File: config.mk
export PLATFORM = sky130hd
export DESIGN_NAME = uart_io
export DESIGN_NICKNAME = d
export VERILOG_FILES = /design/src/rtl/uart_io.sv
export SDC_FILE = /design/constraint.sdc
export NUM_CORES = 1
export LEC_CHECK = 0
export BUFFER_PORTS_ARGS = -buffer_cell sky130_fd_sc_hd__buf_2
export CAP_MARGIN = 20
export CORE_ASPECT_RATIO = 1.75
export CORE_MARGIN = 2
export CORE_UTILIZATION = 50
export DETAILED_ROUTE_END_ITERATION = 10
export PLACE_DENSITY = 0.67
export REMOVE_ABC_BUFFERS = 1
export SYNTH_ARGS = -nofsm -noshare
export SYNTH_HDL_FRONTEND = slang
export SYNTH_HIERARCHICAL = 1
export SYNTH_SLANG_ARGS = --single-unit
File: constraint.sdc
create_clock -name clk -period 2.76 [get_ports clk]
set_input_delay 0.138 -clock clk [delete_from_list [all_inputs] [get_ports clk]]
set_output_delay 0.138 -clock clk [all_outputs]
set_load 0.005 [all_outputs]
File: src/rtl/uart_io.sv
`timescale 1ns/1ps
// uart_io: byte-level UART I/O unit between the exec stage and the board pins.
//
// Write path: uart_wenable latches uart_wd[7:0]; the byte is pushed into the
// TX FIFO as soon as there is room, with a one-cycle uart_wdone pulse. A TX FSM
// pops bytes and serializes them onto txd as 8N1 frames, back-to-back.
// Read path: rxd is synchronized and deserialized into the RX FIFO. uart_renable
// arms a pending read that completes (uart_rdone, uart_rd = {24'h0, byte}) as
// soon as the RX FIFO holds a byte.
//
// Parameters:
//   CLK_PER_BIT  clock cycles per UART bit (>= 4)
//   FIFO_LOG2    log2 of each FIFO depth
// Ports:
//   clk, rstn                   clock, synchronous active-low reset
//   uart_wenable/uart_wd        write request and data (only [7:0] sent)
//   uart_wdone                  pulse: byte accepted into TX FIFO
//   uart_renable                read request
//   uart_rd/uart_rdone          read data and completion pulse
//   txd/rxd                     serial out (idle high) / serial in (async)
//   rx_overrun, rx_frame_err    sticky RX error flags
// Build option:
//   UART_LOOPBACK_EN  when defined, RX listens to the internal txd and rxd is ignored.

module uart_io_fifo #(
    parameter int FIFO_LOG2 = 4
) (
    input  logic       clk,
    input  logic       rstn,
    input  logic       push,
    input  logic [7:0] push_data,
    input  logic       pop,
    output logic [7:0] pop_data,
    output logic       full,
    output logic       empty
);
    localparam int DEPTH = 1 << FIFO_LOG2;
    localparam logic [FIFO_LOG2:0] PTR_ONE = 1;

    logic [7:0]         mem [DEPTH];
    logic [FIFO_LOG2:0] wptr;
    logic [FIFO_LOG2:0] rptr;

    // Pointers carry one extra wrap bit to tell full from empty.
    assign empty    = (wptr == rptr);
    assign full     = (wptr[FIFO_LOG2] != rptr[FIFO_LOG2]) &&
                      (wptr[FIFO_LOG2-1:0] == rptr[FIFO_LOG2-1:0]);
    assign pop_data = mem[rptr[FIFO_LOG2-1:0]];

    always_ff @(posedge clk) begin
        if (!rstn) begin
            wptr <= '0;
            rptr <= '0;
        end else begin
            if (push) wptr <= wptr + PTR_ONE;
            if (pop)  rptr <= rptr + PTR_ONE;
        end
    end

    always_ff @(posedge clk) begin
        if (push) mem[wptr[FIFO_LOG2-1:0]] <= push_data;
    end
endmodule

module uart_io #(
    parameter int CLK_PER_BIT = 868,
    parameter int FIFO_LOG2   = 4
) (
    input  logic        clk,
    input  logic        rstn,
    input  logic        uart_wenable,
    input  logic [31:0] uart_wd,
    output logic        uart_wdone,
    input  logic        uart_renable,
    output logic [31:0] uart_rd,
    output logic        uart_rdone,
    output logic        txd,
    input  logic        rxd,
    output logic        rx_overrun,
    output logic        rx_frame_err
);
    localparam int CNT_W = $clog2(CLK_PER_BIT);
    localparam logic [CNT_W-1:0] CNT_ONE   = 1;
    localparam logic [CNT_W-1:0] BIT_LAST  = CNT_W'(CLK_PER_BIT - 1);
    localparam logic [CNT_W-1:0] HALF_LAST = CNT_W'(CLK_PER_BIT / 2 - 1);

    typedef enum logic [1:0] {S_IDLE, S_START, S_DATA, S_STOP} state_t;

    // Upper write-data bits are never transmitted.
    logic wd_unused;
    assign wd_unused = ^uart_wd[31:8];

    // ---------------- write path ----------------
    logic       wr_pend;
    logic [7:0] wr_data;
    logic       wr_go;
    logic       tx_full;
    logic       tx_empty;
    logic       tx_pop;
    logic [7:0] tx_pop_data;
    logic [7:0] tx_push_data;

    // A request arriving with room in the FIFO goes straight in, so wdone
    // follows wenable by one cycle; otherwise it waits in wr_data.
    assign wr_go        = (wr_pend || uart_wenable) && !tx_full;
    assign tx_push_data = wr_pend ? wr_data : uart_wd[7:0];

    always_ff @(posedge clk) begin
        if (!rstn) begin
            wr_pend    <= 1'b0;
            uart_wdone <= 1'b0;
        end else begin
            uart_wdone <= wr_go;
            if (wr_go)             wr_pend <= 1'b0;
            else if (uart_wenable) wr_pend <= 1'b1;
        end
    end

    always_ff @(posedge clk) begin
        if (uart_wenable && !wr_pend) wr_data <= uart_wd[7:0];
    end

    uart_io_fifo #(.FIFO_LOG2(FIFO_LOG2)) u_tx_fifo (
        .clk      (clk),
        .rstn     (rstn),
        .push     (wr_go),
        .push_data(tx_push_data),
        .pop      (tx_pop),
        .pop_data (tx_pop_data),
        .full     (tx_full),
        .empty    (tx_empty)
    );

    // ---------------- TX FSM ----------------
    state_t           tx_state;
    state_t           tx_next;
    logic [CNT_W-1:0] tx_cnt;
    logic [2:0]       tx_bit;
    logic [7:0]       tx_shift;
    logic             tx_tick;
    logic             txd_next;

    assign tx_tick = (tx_cnt == BIT_LAST);

    always_ff @(posedge clk) begin
        if (!rstn) tx_state <= S_IDLE;
        else       tx_state <= tx_next;
    end

    always_comb begin
        tx_next = tx_state;
        tx_pop  = 1'b0;
        case (tx_state)
            S_IDLE:  if (!tx_empty) begin
                         tx_next = S_START;
                         tx_pop  = 1'b1;
                     end
            S_START: if (tx_tick) tx_next = S_DATA;
            S_DATA:  if (tx_tick && tx_bit == 3'd7) tx_next = S_STOP;
            // Chain straight into the next frame when a byte is waiting.
            S_STOP:  if (tx_tick) begin
                         if (!tx_empty) begin
                             tx_next = S_START;
                             tx_pop  = 1'b1;
                         end else begin
                             tx_next = S_IDLE;
                         end
                     end
            default: tx_next = S_IDLE;
        endcase
    end

    always_comb begin
        txd_next = 1'b1;
        case (tx_state)
            S_START: txd_next = 1'b0;
            S_DATA:  txd_next = tx_shift[0];
            default: txd_next = 1'b1;
        endcase
    end

    always_ff @(posedge clk) begin
        if (!rstn) begin
            txd    <= 1'b1;
            tx_cnt <= '0;
            tx_bit <= '0;
        end else begin
            txd <= txd_next;
            if (tx_state == S_IDLE || tx_tick) tx_cnt <= '0;
            else                               tx_cnt <= tx_cnt + CNT_ONE;
            if (tx_pop)                            tx_bit <= '0;
            else if (tx_state == S_DATA && tx_tick) tx_bit <= tx_bit + 3'd1;
        end
    end

    always_ff @(posedge clk) begin
        if (tx_pop)                             tx_shift <= tx_pop_data;
        else if (tx_state == S_DATA && tx_tick) tx_shift <= {1'b0, tx_shift[7:1]};
    end

    // ---------------- RX synchronizer ----------------
    logic rx_src;
`ifdef UART_LOOPBACK_EN
    logic rxd_unused;
    assign rxd_unused = rxd;
    assign rx_src     = txd;
`else
    assign rx_src = rxd;
`endif

    logic rx_s1;
    logic rx_s2;
    logic rx_prev;
    logic rx_fall;

    always_ff @(posedge clk) begin
        if (!rstn) begin
            rx_s1   <= 1'b1;
            rx_s2   <= 1'b1;
            rx_prev <= 1'b1;
        end else begin
            rx_s1   <= rx_src;
            rx_s2   <= rx_s1;
            rx_prev <= rx_s2;
        end
    end

    assign rx_fall = rx_prev && !rx_s2;

    // ---------------- RX FSM ----------------
    state_t           rx_state;
    state_t           rx_next;
    logic [CNT_W-1:0] rx_cnt;
    logic [2:0]       rx_bit;
    logic [7:0]       rx_shift;
    logic             rx_tick;
    logic             rx_half;
    logic             rx_clr;
    logic             rx_push;
    logic             ovr_set;
    logic             ferr_set;
    logic             rx_full;
    logic             rx_empty;
    logic [7:0]       rx_pop_data;
    logic             rd_go;

    assign rx_tick = (rx_cnt == BIT_LAST);
    assign rx_half = (rx_cnt == HALF_LAST);
    // START only runs half a bit so later samples land at bit centres.
    assign rx_clr  = (rx_state == S_IDLE) ||
                     ((rx_state == S_START) ? rx_half : rx_tick);

    always_ff @(posedge clk) begin
        if (!rstn) rx_state <= S_IDLE;
        else       rx_state <= rx_next;
    end

    always_comb begin
        rx_next = rx_state;
        case (rx_state)
            S_IDLE:  if (rx_fall) rx_next = S_START;
            S_START: if (rx_half) rx_next = rx_s2 ? S_IDLE : S_DATA;
            S_DATA:  if (rx_tick && rx_bit == 3'd7) rx_next = S_STOP;
            // Leave at the stop-bit centre so a following start edge is caught.
            S_STOP:  if (rx_tick) rx_next = S_IDLE;
            default: rx_next = S_IDLE;
        endcase
    end

    always_comb begin
        rx_push  = 1'b0;
        ovr_set  = 1'b0;
        ferr_set = 1'b0;
        if (rx_state == S_STOP && rx_tick) begin
            rx_push  = rx_s2 && !rx_full;
            ovr_set  = rx_s2 && rx_full;
            ferr_set = !rx_s2;
        end
    end

    always_ff @(posedge clk) begin
        if (!rstn) begin
            rx_cnt       <= '0;
            rx_bit       <= '0;
            rx_overrun   <= 1'b0;
            rx_frame_err <= 1'b0;
        end else begin
            if (rx_clr) rx_cnt <= '0;
            else        rx_cnt <= rx_cnt + CNT_ONE;
            if (rx_state != S_DATA) rx_bit <= '0;
            else if (rx_tick)       rx_bit <= rx_bit + 3'd1;
            if (ovr_set)  rx_overrun   <= 1'b1;
            if (ferr_set) rx_frame_err <= 1'b1;
        end
    end

    always_ff @(posedge clk) begin
        if (rx_state == S_DATA && rx_tick) rx_shift <= {rx_s2, rx_shift[7:1]};
    end

    uart_io_fifo #(.FIFO_LOG2(FIFO_LOG2)) u_rx_fifo (
        .clk      (clk),
        .rstn     (rstn),
        .push     (rx_push),
        .push_data(rx_shift),
        .pop      (rd_go),
        .pop_data (rx_pop_data),
        .full     (rx_full),
        .empty    (rx_empty)
    );

    // ---------------- read path ----------------
    logic rd_pend;

    // A read waits here until a byte is available; no timeout.
    assign rd_go = (rd_pend || uart_renable) && !rx_empty;

    always_ff @(posedge clk) begin
        if (!rstn) begin
            rd_pend    <= 1'b0;
            uart_rdone <= 1'b0;
            uart_rd    <= '0;
        end else begin
            uart_rdone <= rd_go;
            if (rd_go) uart_rd <= {24'h0, rx_pop_data};
            if (rd_go)             rd_pend <= 1'b0;
            else if (uart_renable) rd_pend <= 1'b1;
        end
    end
endmodule
==> out/summary.txt, run 1 <==
status: completed
wirelength, routed: 26,600 um
Hold WC Path Type: primary input to flip-flop
synthesis-stage register bit count: 356
I/O pins: 74
final core occ: 0.568
CP Max Fanout: 8
pin count of the biggest net entering global routing: 33
main area contributors after synthesis: edfxtp_1 58%, dfxtp_1 10%, mux4_2 5.6%
path depth of the worst reg2reg path: 8
antenna violations before repair: 0
total negative slack: 0 ps
CTS tree: built
Crit. End Element: flip-flop
Core ar.: 28,600 um2
Area Overhead vs Synth: 12.1%
diode count: 0
critical-path cell list: ha_1, and4bb_2, and4_1, nand3_1, nor2_1, buf_4, nor3b_1, and2_2
Worst-Skew Late Latency: 520 ps
final-layout fill cell count: 2,202
post-synthesis sequential area ratio: 0.685
Synth Area in Adders: 0.0190
final total power: 11.9 mW
largest family of logic cells by synthesized area: multiplexers
CTS Buf Count: 34
WP depth: 8
final worst slack: 285 ps
root buffer cell: clkbuf_16
Final Max Tran Viols: 0
die area: 30,400 um2
Setup Skew: 14.6 ps
Initial Util: 0.507
Synth top cells by count: 280 x edfxtp_1, 76 x dfxtp_1, 52 x and2_1
Worst-Margin Slew: 696 ps
Synth Instances: 859
RD Place Congestion: 0.763
post-synthesis async set-or-reset flop share: 0
drt pass-1 iters: 5
Final setup viols: 0
CP arrival: 2670 ps
grt ovf: 0
mapped cell area: 14,500 um2
Largest stage delay, worst path: 390 ps
Tmin final: 2480 ps
DIE HEIGHT: 229 um
Compound-Gate Fraction of Synth Area: 0.0303
global-route wire length before repair: 41,000 um
Worst VDD drop: 0.000707 V
IO Port Bufs: 25
multiplexer area fraction after synthesis: 0.126
WHS Path Cells: 2
Antenna Violating Nets Remaining: 0
Reg clk slew, reported paths: 60 ps
number of global-route vias before repair: 7,466
worst-case clock buffer depth: 3
Overall Global Routing Usage: 0.179
Final period util: 0.897
HPWL after detailed placement: 18,200 um
DR vias/cell: 5.46
MaxCap Viol Count: 0
f_max: 404 MHz
Simple-Gate Fraction of Synth Area: 0.0810
Initial DRC Count: 443
Placement Setup Slack: 173 ps
layout cell share with drive strength beyond 1: 0.171
CP Class: flip-flop to flip-flop
vias: 7,181
commonest register cell after synthesis: edfxtp_1
Post-synth EDFFs: 280
Hold WS: 353 ps
most frequent cell after synthesis: edfxtp_1
Final #Nets: 972
synth warn: 6
Die X-Extent: 133 um
Leakage: 5.51 nW
Rows: 82
htree depth: 2
top-area cell type share of the netlist area: 0.580
Buf/Inv on CP: 1
worst slew slack as a fraction of its limit: 0.536
Fin. Hold Viols: 0
CP max stage cell: dfxtp_1
RSZ-0062 raised after global routing: false
drc violations: 0
Critical Path Start Type: flip-flop
CTS Sinks: 356
WL per Instance: 20.2 um
Required @ worst endpoint: 2960 ps
Yosys top cell by area: edfxtp_1
syn avg cell area: 16.9 um2
Pwr Density: 732 nW/um2
Synth Area in XOR/XNOR: 0.0260
CP top delay family: simple AND/OR/NAND/NOR gates
Cell variety after synth: 54
==> per-layer routing <==
metal	up-vias	wire length, um	GRT usage
li1	3354	-	-
met1	3623	9100	0.179
met2	139	15500	0.354
met3	65	790	0.0243
met4	0	1240	0.0914
met5	-	0	0
==> area by class of cell <==
type	count	area, um2	share of cell area
flip-flops and latches	356	9930	0.611
multi-input cells	450	4180	0.257
clock buffers	45	986	0.0607
well taps	378	473	0.0291
repair buffers	55	433	0.0266
clock inverters	15	190	0.0117
inverters	16	60.1	0.00370
==> where the power goes <==
| part | internal (mW) | switching [mW] | total, mW |
|---|---|---|---|
| Combinational | 0.533 | 0.558 | 1.09 |
| Clock | 2.90 | 1.90 | 4.80 |
| Sequential | 5.93 | 0.0779 | 6.01 |
| Total | 9.36 | 2.53 | 11.9 |
==> flip-flops by register name (all words and copies together) (netlist names), 2 cells and up, named ones only <==
| name | cells |
|---|---|
| tx_state | 2 |
| u_rx_fifo/mem | 128 |
| wr_data | 8 |
| rx_bit | 3 |
| u_rx_fifo/wptr | 5 |
| tx_cnt | 10 |
| tx_bit | 3 |
| uart_rd | 8 |
| u_tx_fifo/wptr | 5 |
| u_tx_fifo/rptr | 5 |
| u_rx_fifo/rptr | 5 |
| rx_cnt | 10 |
| u_tx_fifo/mem | 128 |
| tx_shift | 8 |
| rx_shift | 8 |
==> final timing paths <==
check        startpoint                  end  slack (ps)
min reg2reg       rx_s1                rx_s2         420
min          uart_wd[3]           wr_data[3]         350
max           rx_cnt[0]  u_rx_fifo/mem[0][0]         280
max reg2reg   rx_cnt[0]  u_rx_fifo/mem[0][0]         280
==> cells by family (layout without fill, tap and decap cells) <==
kind of cell,count (synthesis),in the layout
flops,356,356
xor+xnor,43,43
mux,88,88
buf+inv,76,131
fa+ha+maj,22,22
simple gates,216,216
other cells,1,24
compound gates,57,57
==> metrics by stage <==
stage	instances	instance area, um2
3_5_place_dp	1242	14900
2_1_floorplan	822	14200
3_3_place_gp	1242	14900
4_1_cts	1315	16300
5_1_grt	1315	16300
6_report	1315	16300
==> cells in the final DEF (no fill, tap or decap), drive strengths merged, types with 6 or more instances in the layout <==
master,netlist,layout
nor2b,9,9
conb,1,24
and2,53,53
nand3,10,10
inv,15,15
mux2,15,15
nor3,9,9
mux4,64,64
ha,22,22
nand2,49,49
dlygate4sd3,0,13
nand2b,6,6
xnor2,25,25
nor2,39,39
buf,41,42
clkinv,1,8
nand4,17,17
dfxtp,76,76
mux2i,9,9
a21oi,9,9
clkbuf,13,45
edfxtp,280,280
xor2,18,18
a22oi,32,32
==> repair_timing <==
item                                    in CTS  in global routing
gates resized for setup                      0                  2
buffers inserted                             0                  0
endpoints found under the setup margin       0                 10
hold endpoints to repair                    14                  0
hold buffers                                13                  0
No activity file was read; power rests on OpenSTA's default activity.
==> run 2, diff against run 1 <==
--- a/config.mk
+++ b/config.mk
@@ -10,8 +10,9 @@
 export CORE_ASPECT_RATIO = 1.75
 export CORE_MARGIN = 2
 export CORE_UTILIZATION = 50
+export CTS_CLUSTER_DIAMETER = 80
 export DETAILED_ROUTE_END_ITERATION = 10
-export PLACE_DENSITY = 0.67
+export PLACE_DENSITY = 0.69
 export REMOVE_ABC_BUFFERS = 1
 export SYNTH_ARGS = -nofsm -noshare
 export SYNTH_HDL_FRONTEND = slang
==> run 2 against run 1 <==
  * Final cell count is 0.15% lower
  * Routed wire length shrank 2.0%
  * Power fell by 5.4%
  * Non-clock buffer count increased by 2
  * Design area fell by 1.0%
==> out/summary.txt, run 2 (synthesis gave the netlist of run 1 again) <==
status: completed (unchanged)
Initial DRC Count: 341 (was 443)
Required @ worst endpoint: 2960 ps (about the same)
worst slew slack as a fraction of its limit: 0.566 (was 0.536)
Final #Nets: 970 (was 972)
Crit. End Element: flip-flop (unchanged)
Leakage: 5.44 nW (was 5.51 nW)
Setup Skew: 13.6 ps (was 14.6 ps)
Worst-Skew Late Latency: 560 ps (was 520 ps)
final core occ: 0.562 (was 0.568)
GR peak layer: met2 (unchanged)
final total power: 11.3 mW (was 11.9 mW)
Hold WS: 303 ps (was 353 ps)
CTS tree: built (unchanged)
wirelength, routed: 26,100 um (was 26,600 um)
Fin. Hold Viols: 0 (unchanged)
RD Place Congestion: 0.789 (was 0.763)
Overall Global Routing Usage: 0.176 (was 0.179)
register area: 9930 um2 (unchanged)
most common cell after layout, fill and taps aside: edfxtp_1 (unchanged)
met3 Track Usage GR: 0.0212 (was 0.0243)
vias: 7,104 (was 7,181)
Area Overhead vs Synth: 10.9% (was 12.1%)
Hold WC Path Type: primary input to flip-flop (unchanged)
final non-filler cell total: 1,313 (was 1,315)
Reg clk slew, reported paths: 70 ps (was 60 ps)
drc violations: 0 (unchanged)
Rows: 82 (unchanged)
DIE HEIGHT: 229 um (unchanged)
diode count: 0 (unchanged)
CP Class: flip-flop to flip-flop (unchanged)
I/O pins: 74 (unchanged)
CP arrival: 2730 ps (was 2670 ps)
f_max: 396 MHz (was 404 MHz)
WL per Instance: 19.9 um (was 20.2 um)
antenna violations before repair: 0 (unchanged)
number of global-route vias before repair: 7,353 (was 7,466)
Critical Path Start Type: flip-flop (unchanged)
Core ar.: 28,600 um2 (unchanged)
post-CTS setup buffer count: 0 (unchanged)
IO Port Bufs: 25 (unchanged)
Final Max Tran Viols: 0 (unchanged)
Initial Util: 0.507 (unchanged)
Antenna Violating Nets Remaining: 0 (unchanged)
met1 global-route usage: 0.174 (was 0.179)
placed insts: 1,245 (was 1,242)
Tmin final: 2530 ps (was 2480 ps)
global-route wire length before repair: 40,600 um (was 41,000 um)
worst-case clock buffer depth: 3 (unchanged)
CTS Buf Count: 30 (was 34)
MaxCap Viol Count: 0 (unchanged)
CP Max Fanout: 8 (unchanged)
most frequent cells in the layout: 280 x edfxtp_1, 74 x dfxtp_1, 49 x nand2_1, 47 x and2_1, 39 x nor2_1 (was 280 x edfxtp_1, 74 x dfxtp_1, 50 x and2_1, 49 x nand2_1, 39 x nor2_1)
die area: 30,400 um2 (unchanged)
final-layout fill cell count: 2,188 (was 2,202)
grt ovf: 0 (unchanged)
drt pass-1 iters: 5 (unchanged)
htree depth: 1 (was 2)
Worst-Margin Slew: 650 ps (was 696 ps)
RSZ-0062 raised after global routing: false (unchanged)
pin count of the biggest net entering global routing: 33 (unchanged)
total negative slack: 0 ps (unchanged)
DR vias/cell: 5.41 (was 5.46)
Die X-Extent: 133 um (unchanged)
area taken by multi-input logic gates: 4190 um2 (was 4180 um2)
root buffer cell: clkbuf_16 (unchanged)
HPWL after detailed placement: 18,100 um (was 18,200 um)
Worst VDD drop: 0.000602 V (was 0.000707 V)
layout cell share with drive strength beyond 1: 0.166 (was 0.171)
grt met2 use: 0.353 (was 0.354)
CTS Sinks: 356 (unchanged)
Pwr Density: 700 nW/um2 (was 732 nW/um2)
Final setup viols: 0 (unchanged)
Final period util: 0.915 (was 0.897)
==> run 2: final cells by class <==
type | count | area share
Clock buffer | 45 | 0.0521
Clock inverter | 11 | 0.00832
Inverter | 16 | 0.00373
Multi-Input combinational cell | 450 | 0.260
Sequential cell | 356 | 0.618
Tap cell | 378 | 0.0294
Timing Repair Buffer | 57 | 0.0285
==> run 2: path summary, 6_finish.rpt <==
kind / endpoint / slack [ps] / start / cells after the start
worst min-delay path: wr_data[7] / 300 / uart_wd[7] / 2
worst max-delay path: u_rx_fifo/mem[11][3] / 230 / rx_cnt[0] / 8
worst min register to register: uart_rd[7] / 450 / uart_rd[7] / 2
worst max register to register: u_rx_fifo/mem[11][3] / 230 / rx_cnt[0] / 8
==> run 2: repair_timing <==
action	CTS	global route
endpoints found under the hold margin	14	0
endpoints found under the setup margin	0	48
hold buffers	12	0
gates resized for setup	0	6
==> run 2: layer usage <==
metal  wire length, um  vias up
met5                 0        -
met4              1180        0
met3               702       48
met2             15400      138
met1              8850     3559
li1                  -     3359
==> run 2: stage by stage <==
stage,cell area [um2],worst slack [ps]
finish,16100,235
floorplan,14200,38.4
CTS,16100,149
global placement,15000,260
detailed placement,15000,172
global route,16100,25.8
==> run 2: report_power, final <==
| group | switching (mW) | internal (mW) |
|---|---|---|
| Sequential | 0.0778 | 5.93 |
| Clock | 1.76 | 2.38 |
| Combinational | 0.566 | 0.549 |
| Total | 2.40 | 8.85 |
==> run 2: worst max-delay path, cell delays in order (launching register included) <==
cell,delay [ps]
dfxtp_1,400
ha_1,230
and4bb_2,280
and4_1,240
nand3_1,90
nor2_1,150
buf_4,180
and3b_1,220
and2_1,390
